$ cat config.mk
export PLATFORM = sky130hd
export DESIGN_NAME = uart_port_switch
export DESIGN_NICKNAME = d
export VERILOG_FILES = /design/src/rtl/uart_port_switch.sv
export SDC_FILE = /design/constraint.sdc
export NUM_CORES = 1
export LEC_CHECK = 0
export ABC_AREA = 0
export CAP_MARGIN = 20
export CELL_PAD_IN_SITES_DETAIL_PLACEMENT = 1
export CELL_PAD_IN_SITES_GLOBAL_PLACEMENT = 2
export CORE_ASPECT_RATIO = 0.75
export CORE_UTILIZATION = 38
export DETAILED_ROUTE_END_ITERATION = 7
export PLACE_DENSITY = 0.83
export SLEW_MARGIN = 20
export SYNTH_ARGS = -nofsm -noshare
export SYNTH_HDL_FRONTEND = slang
export SYNTH_SLANG_ARGS = --single-unit
$ cat constraint.sdc
create_clock -name clk -period 2.25 [get_ports clk]
set_clock_uncertainty 0.05 [all_clocks]
set_input_delay 0.225 -clock clk [delete_from_list [all_inputs] [get_ports clk]]
set_output_delay 0.225 -clock clk [all_outputs]
set_load 0.005 [all_outputs]
$ cat src/rtl/uart_port_switch.sv
// Runtime-selectable UART line switch: one host UART bridged to one of N_PORTS ports.
// Latency: 3 clk edges from any rx input to its bridged tx output (2 sync flops + output register).
// No backpressure: port changes wait for both connected lines to idle, then force a high guard gap.
module uart_port_switch #(
  parameter int N_PORTS     = 4,
  parameter int SEL_W       = 2,
  parameter int IDLE_CYCLES = 16,
  parameter int GAP_CYCLES  = 4,
  parameter int ACT_CYCLES  = 1024
) (
  input  logic               clk,
  input  logic               rst_n,
  input  logic               host_rx_i,
  output logic               host_tx_o,
  input  logic [N_PORTS-1:0] port_rx_i,
  output logic [N_PORTS-1:0] port_tx_o,
  input  logic [SEL_W-1:0]   sel_i,
  output logic [SEL_W-1:0]   cur_o,
  output logic               cur_valid_o,
  output logic               busy_o,
  output logic               act_o
);

  localparam int IW = $clog2(IDLE_CYCLES + 1);
  localparam int GW = $clog2(GAP_CYCLES + 1);
  localparam int AW = $clog2(ACT_CYCLES + 1);

  typedef enum logic [1:0] {CONNECTED, DRAIN, GAP} state_t;

  state_t             state, state_n;
  logic [SEL_W-1:0]   cur, cur_n, pending, pending_n;
  logic [IW-1:0]      idle_cnt, idle_n;
  logic [GW-1:0]      gap_cnt, gap_n;
  logic [AW-1:0]      act_cnt, act_n;

  logic               host_m, host_s, host_prev;
  logic [N_PORTS-1:0] port_m, port_s, port_prev;
  logic [SEL_W-1:0]   sel_m, sel_s;

  logic               conn, conn_prev, both_idle, fall;
  logic               host_tx_n;
  logic [N_PORTS-1:0] port_tx_n;

  // Line of the selected port; an out-of-range selection reads as an idle (high) line.
  function automatic logic line_of(input logic [SEL_W-1:0] p, input logic [N_PORTS-1:0] v);
    logic r;
    r = 1'b1;
    for (int k = 0; k < N_PORTS; k++) begin
      if (p == SEL_W'(k)) r = v[k];
    end
    return r;
  endfunction

  // Two-flop synchronisers plus one history stage for falling-edge detection.
  always_ff @(posedge clk or negedge rst_n) begin
    if (!rst_n) begin
      host_m    <= 1'b1;
      host_s    <= 1'b1;
      host_prev <= 1'b1;
      port_m    <= '1;
      port_s    <= '1;
      port_prev <= '1;
      sel_m     <= '0;
      sel_s     <= '0;
    end else begin
      host_m    <= host_rx_i;
      host_s    <= host_m;
      host_prev <= host_s;
      port_m    <= port_rx_i;
      port_s    <= port_m;
      port_prev <= port_s;
      sel_m     <= sel_i;
      sel_s     <= sel_m;
    end
  end

  assign conn      = line_of(cur, port_s);
  assign conn_prev = line_of(cur, port_prev);
  assign both_idle = host_s & conn;
  assign fall      = (host_prev & ~host_s) | (conn_prev & ~conn);

  // Next-state logic for the switch FSM and its counters.
  always_comb begin
    state_n   = state;
    cur_n     = cur;
    pending_n = pending;
    idle_n    = idle_cnt;
    gap_n     = gap_cnt;
    case (state)
      CONNECTED: begin
        if (sel_s != cur) begin
          pending_n = sel_s;
          idle_n    = '0;
          state_n   = DRAIN;
        end
      end
      DRAIN: begin
        pending_n = sel_s;
        if (sel_s == cur) begin
          state_n = CONNECTED;
        end else if (both_idle && idle_cnt == IW'(IDLE_CYCLES - 1)) begin
          state_n = GAP;
          gap_n   = '0;
        end else if (both_idle) begin
          if (idle_cnt != IW'(IDLE_CYCLES)) idle_n = idle_cnt + IW'(1);
        end else begin
          idle_n = '0;
        end
      end
      GAP: begin
        pending_n = sel_s;
        if (gap_cnt == GW'(GAP_CYCLES - 1)) begin
          cur_n   = pending;
          state_n = CONNECTED;
        end else if (gap_cnt != GW'(GAP_CYCLES)) begin
          gap_n = gap_cnt + GW'(1);
        end
      end
      default: state_n = CONNECTED;
    endcase
  end

  // Activity stretcher: reload on a falling edge of the bridged lines, cleared entering GAP.
  always_comb begin
    act_n = act_cnt;
    if (state_n == GAP && state != GAP) begin
      act_n = '0;
    end else if (state != GAP && fall) begin
      act_n = AW'(ACT_CYCLES);
    end else if (act_cnt != '0) begin
      act_n = act_cnt - AW'(1);
    end
  end

  // Output data computed from the next state so the forced-high window matches GAP exactly.
  always_comb begin
    host_tx_n = 1'b1;
    port_tx_n = '1;
    if (state_n != GAP) begin
      host_tx_n = line_of(cur_n, port_s);
      for (int k = 0; k < N_PORTS; k++) begin
        if (cur_n == SEL_W'(k)) port_tx_n[k] = host_s;
      end
    end
  end

  // State, counters and registered data outputs.
  always_ff @(posedge clk or negedge rst_n) begin
    if (!rst_n) begin
      state     <= CONNECTED;
      cur       <= '0;
      pending   <= '0;
      idle_cnt  <= '0;
      gap_cnt   <= '0;
      act_cnt   <= '0;
      host_tx_o <= 1'b1;
      port_tx_o <= '1;
    end else begin
      state     <= state_n;
      cur       <= cur_n;
      pending   <= pending_n;
      idle_cnt  <= idle_n;
      gap_cnt   <= gap_n;
      act_cnt   <= act_n;
      host_tx_o <= host_tx_n;
      port_tx_o <= port_tx_n;
    end
  end

  assign cur_o       = cur;
  assign cur_valid_o = (32'(cur) < N_PORTS);
  assign busy_o      = (state != CONNECTED);
  assign act_o       = (act_cnt != '0);

endmodule
==> impl_summary.md, run 1 <==
Outcome
The flow ran to the end, and the final reports show no timing, DRC or antenna violations.

Logic synthesis
The top flip-flop cell by instance count after synthesis is sky130_fd_sc_hd__dfrtp_1. In this run, synthesis produced a sequential element count of 49. After technology mapping, the gate count stands at 188. The leading area contributor after synthesis is sky130_fd_sc_hd__dfrtp_1. Ranked by total cell area, the synthesized netlist is headed by sky130_fd_sc_hd__dfrtp_1, sky130_fd_sc_hd__dfstp_2, sky130_fd_sc_hd__ha_1.

The portion of the post-synthesis area used by sequential elements is a little under three fifths. The synthesized netlist occupies a cell area of approximately 2200 um^2. Summed over its instances, the top area cell type makes up around 33% of the synthesized netlist area. In this run the mean area of a mapped cell was between 10 and 15 um^2. The proportion of synthesized flip-flops having asynchronous set or reset is 100%.

Yosys mapped a number of flops with a built-in enable equal to 0. The count of unique library cells instantiated by Yosys is 48. For this run, the number of Yosys warnings is 0. The post-synth net total is 204.

Layout
The finished layout holds a little under 300 standard cells, fillers aside. After filler insertion, the fill cell instance count of the layout stands at 588. The post-synthesis to final-layout area growth is 19.1%. Cells with a size suffix above 1 make up between 20% and 30% of the layout.

At the end of the flow, the number of nets in the layout was 234. The count of inserted antenna diode cells is 0.

Global routing
The first global-routing pass estimated a little under 8000 um of wire. Global routing finished with a remaining overflow of 0. The number of global-route vias before repair is 1571. The number of antenna violations at the first check in global routing is 0. The pin count of the biggest net entering global routing is 30.

The combined global-route utilization of all metal layers is about 18%.

Placed design
The final weighted congestion of routability-driven global placement is roughly 0.85. The HPWL after detailed placement is 3360 um. The worst setup slack after placement is approximately 230 ps. In this run, placement finished with an instance count of 281. Port buffering added 17 buffers.

Drt
The detailed-routing iteration count for the pre-antenna-repair pass is 4. The routed via count is about 1500. The routed wire length is around 4600 um. The via density per instance is a little over 5.

The count of nets left with antenna violations once routing finished came out at 0. After detailed routing, the number of remaining DRC violations is 0. In this run, the number of DRC markers left after iteration 0 of detailed routing was 45. Dividing the detail-routed wire length by the instance count gives between 15 and 20 um.

Power and ir drop
In this run the static leakage power is 0.00112 uW. IR analysis of the VDD net gives a maximum drop of 0.000417 V. The power per unit of standard cell area is approximately 840 nW/um^2.

Timing
The part of the cycle the worst path needs is around 95%. The post-layout worst setup margin is ~120 ps. The peak clock frequency supported by timing is 469 MHz.

The tightest slew margin relative to the limit is between 50 and 60%. Setup repair after global routing left no endpoint under its margin. The number of pins with negative max-slew slack in the final report is 0. The total of endpoints with negative setup slack in the final report is 0. The slew at the pin closest to its max-slew limit is 650 ps. The post-route minimum period is 2130 ps. In the final timing run, aggregate negative setup slack is 0 ps. The count of final hold-check violations is 0.

Floorplanning
The initial standard-cell utilization of the core is 40.1%. The die covers ~6000 um^2. The initialized floorplan defines 23 standard-cell rows. The horizontal die dimension is 89.4 um.

The I/O pin count is 19. From bottom edge to top edge, the die measures between 60 and 70 um. After floorplanning, the core was sized to cover 5440 um^2.

Worst hold path
The path class of the tightest hold or removal check is in2reg.

Setup path
The endpoint type of the worst setup path is a primary output. Along the worst path, the maximum fanout reaches 4. STA puts the critical path data required time at 1980 ps.

STA classifies the critical path startpoint as a flip-flop. The worst path arrival time is ~1900 ps. The classification of the worst setup path is reg2out.

Clock tree
The number of CTS-inserted buffers is 5. Clock-pin slew was measured on the worst setup and hold paths at around 90 ps. The clock tree from TritonCTS is yes. The H-tree was split into 2 levels. The cell sitting at the root of the clock tree is a sky130_fd_sc_hd__clkbuf_8. The latest clock arrival within the worst-skew pair is 310 ps. Clock tree synthesis found a total of 49 sinks. The clock passes through at most 2 buffers.

Flow run
Max-cap violations in this run came to 0.
==> Yosys cell counts (all sizes together), types with 5 or more instances <==
cell type and n:
dfrtp 29, dfstp 20, inv 20, a21oi 10, nor4 9, nand2 8
ha 7, nor2 7, nor3 6, xnor2 6, buf 5, nand3b 5
xor2 5
==> timing repair <==
item                                   CTS  global route
endpoints found under the hold margin   10             0
setup buffers                            3             1
resized for setup                        1             0
hold buffers                             1             0
setup endpoints to repair                1             1
pin swaps                                1             1
cloned                                   0             0
==> sequential cells by signal, indices dropped and copies added (netlist names), 2 cells and up <==
register   count
sel_m          2
sel_s          2
act_cnt       11
port_prev      4
idle_cnt       5
port_tx_o      4
port_s         4
state          2
port_m         4
pending        2
gap_cnt        3
cur_o          2
==> where the power goes <==
| part | internal (uW) | leakage [uW] | switching [uW] |
|---|---|---|---|
| combinational | 266 | 0.000482 | 285 |
| clock | 228 | 0.0000509 | 312 |
| sequential | 995 | 0.000583 | 82.8 |
| total | 1490 | 0.00112 | 680 |
==> path summary, 6_finish.rpt <==
path / from / cells past startpoint / end / slack, ps
max: act_cnt[0] / 6 / act_o / 120
min: port_rx_i[0] / 1 / port_m[0] / 260
max reg2reg: idle_cnt[0] / 6 / idle_cnt[2] / 240
min reg2reg: sel_m[0] / 0 / sel_s[0] / 310
max in group asynchronous: rst_n / 3 / port_m[2] / 1050
min in group asynchronous: rst_n / 2 / cur_o[0] / 350
==> cell families after synthesis <==
family	synth area share, %
flip-flops	57.4
XOR/XNOR	4.42
other	0.172
multiplexers	2.87
buffers and inverters	5.17
adder cells (fa/ha/maj)	4.02
AND/OR/NAND/NOR	15.4
AO/OA/AOI/OAI	10.5
==> placed cells by master, fill, tap and decap left out, types with 3 or more instances in the layout <==
| cell | instances |
|---|---|
| sky130_fd_sc_hd__nor3_1 | 5 |
| sky130_fd_sc_hd__buf_4 | 12 |
| sky130_fd_sc_hd__a21oi_1 | 10 |
| sky130_fd_sc_hd__inv_1 | 19 |
| sky130_fd_sc_hd__ha_1 | 7 |
| sky130_fd_sc_hd__a211oi_1 | 4 |
| sky130_fd_sc_hd__dfstp_2 | 20 |
| sky130_fd_sc_hd__dfrtp_1 | 29 |
| sky130_fd_sc_hd__inv_4 | 3 |
| sky130_fd_sc_hd__clkbuf_8 | 5 |
| sky130_fd_sc_hd__nor4_1 | 8 |
| sky130_fd_sc_hd__nand3_1 | 4 |
| sky130_fd_sc_hd__xnor2_1 | 6 |
| sky130_fd_sc_hd__nor2_1 | 7 |
| sky130_fd_sc_hd__xor2_1 | 5 |
| sky130_fd_sc_hd__clkdlybuf4s50_1 | 15 |
| sky130_fd_sc_hd__nand3b_1 | 5 |
| sky130_fd_sc_hd__o21ai_0 | 4 |
| sky130_fd_sc_hd__mux2i_1 | 4 |
| sky130_fd_sc_hd__nand2_1 | 8 |
==> critical path: stages (launching register included) <==
cell	delay, ps
sky130_fd_sc_hd__dfrtp_1	400
sky130_fd_sc_hd__inv_1	100
sky130_fd_sc_hd__ha_1	200
sky130_fd_sc_hd__nand2b_1	160
sky130_fd_sc_hd__nor4_4	370
sky130_fd_sc_hd__inv_4	60
sky130_fd_sc_hd__dlygate4sd2_1	270
==> stage by stage <==
| stage | cell area (um^2) | utilization, % | hold WS, ps | power, uW |
|---|---|---|---|---|
| 2_1_floorplan | 2180 | - | -121 | 1460 |
| 3_3_place_gp | 2460 | 45.3 | 139 | 1560 |
| 3_5_place_dp | 2460 | 45.3 | 144 | 1600 |
| 4_1_cts | 2590 | 47.6 | 256 | 2190 |
| 5_1_grt | 2590 | 47.7 | 256 | 2310 |
| 6_report | 2590 | 47.7 | 260 | 2170 |
==> routing by layer <==
metal / wire length (um) / share of wire [%] / vias to the layer above / track usage [%]
met4: 55 / 1.2 / 0 / 5.95
met1: 2190 / 47 / 753 / 22.4
met2: 2270 / 49 / 21 / 30.4
met5: 0 / 0 / - / 0
met3: 100 / 2.2 / 6 / 3.67
li1: - / - / 722 / -
==> cell type report <==
class / count / area (um^2) / share of cell area (%)
sequential: 49 / 1250 / 48.2
multi-input combinational: 112 / 815 / 31.4
timing repair buffer: 30 / 264 / 10.2
tap: 75 / 93.8 / 3.62
inverter: 20 / 77.6 / 2.99
clock buffer: 5 / 68.8 / 2.65
clock inverter: 3 / 23.8 / 0.917
Note: power is estimated with default switching activity, not from simulation.
==> run 2: changes to the inputs <==
--- a/config.mk
+++ b/config.mk
@@ -5,7 +5,6 @@
 export SDC_FILE = /design/constraint.sdc
 export NUM_CORES = 1
 export LEC_CHECK = 0
-export ABC_AREA = 0
 export CAP_MARGIN = 20
 export CELL_PAD_IN_SITES_DETAIL_PLACEMENT = 1
 export CELL_PAD_IN_SITES_GLOBAL_PLACEMENT = 2
==> results of run 2 <==
No change in the layout: final DEF, timing and power equal those of run 1.
==> run 3: changes to the inputs <==
--- a/config.mk
+++ b/config.mk
@@ -5,14 +5,14 @@
 export SDC_FILE = /design/constraint.sdc
 export NUM_CORES = 1
 export LEC_CHECK = 0
-export CAP_MARGIN = 20
+export CAP_MARGIN = 30
 export CELL_PAD_IN_SITES_DETAIL_PLACEMENT = 1
 export CELL_PAD_IN_SITES_GLOBAL_PLACEMENT = 2
 export CORE_ASPECT_RATIO = 0.75
 export CORE_UTILIZATION = 38
 export DETAILED_ROUTE_END_ITERATION = 7
 export PLACE_DENSITY = 0.83
-export SLEW_MARGIN = 20
+export SLEW_MARGIN = 15
 export SYNTH_ARGS = -nofsm -noshare
 export SYNTH_HDL_FRONTEND = slang
 export SYNTH_SLANG_ARGS = --single-unit
==> results of run 3 <==
No change in the layout: final DEF, timing and power equal those of run 1.
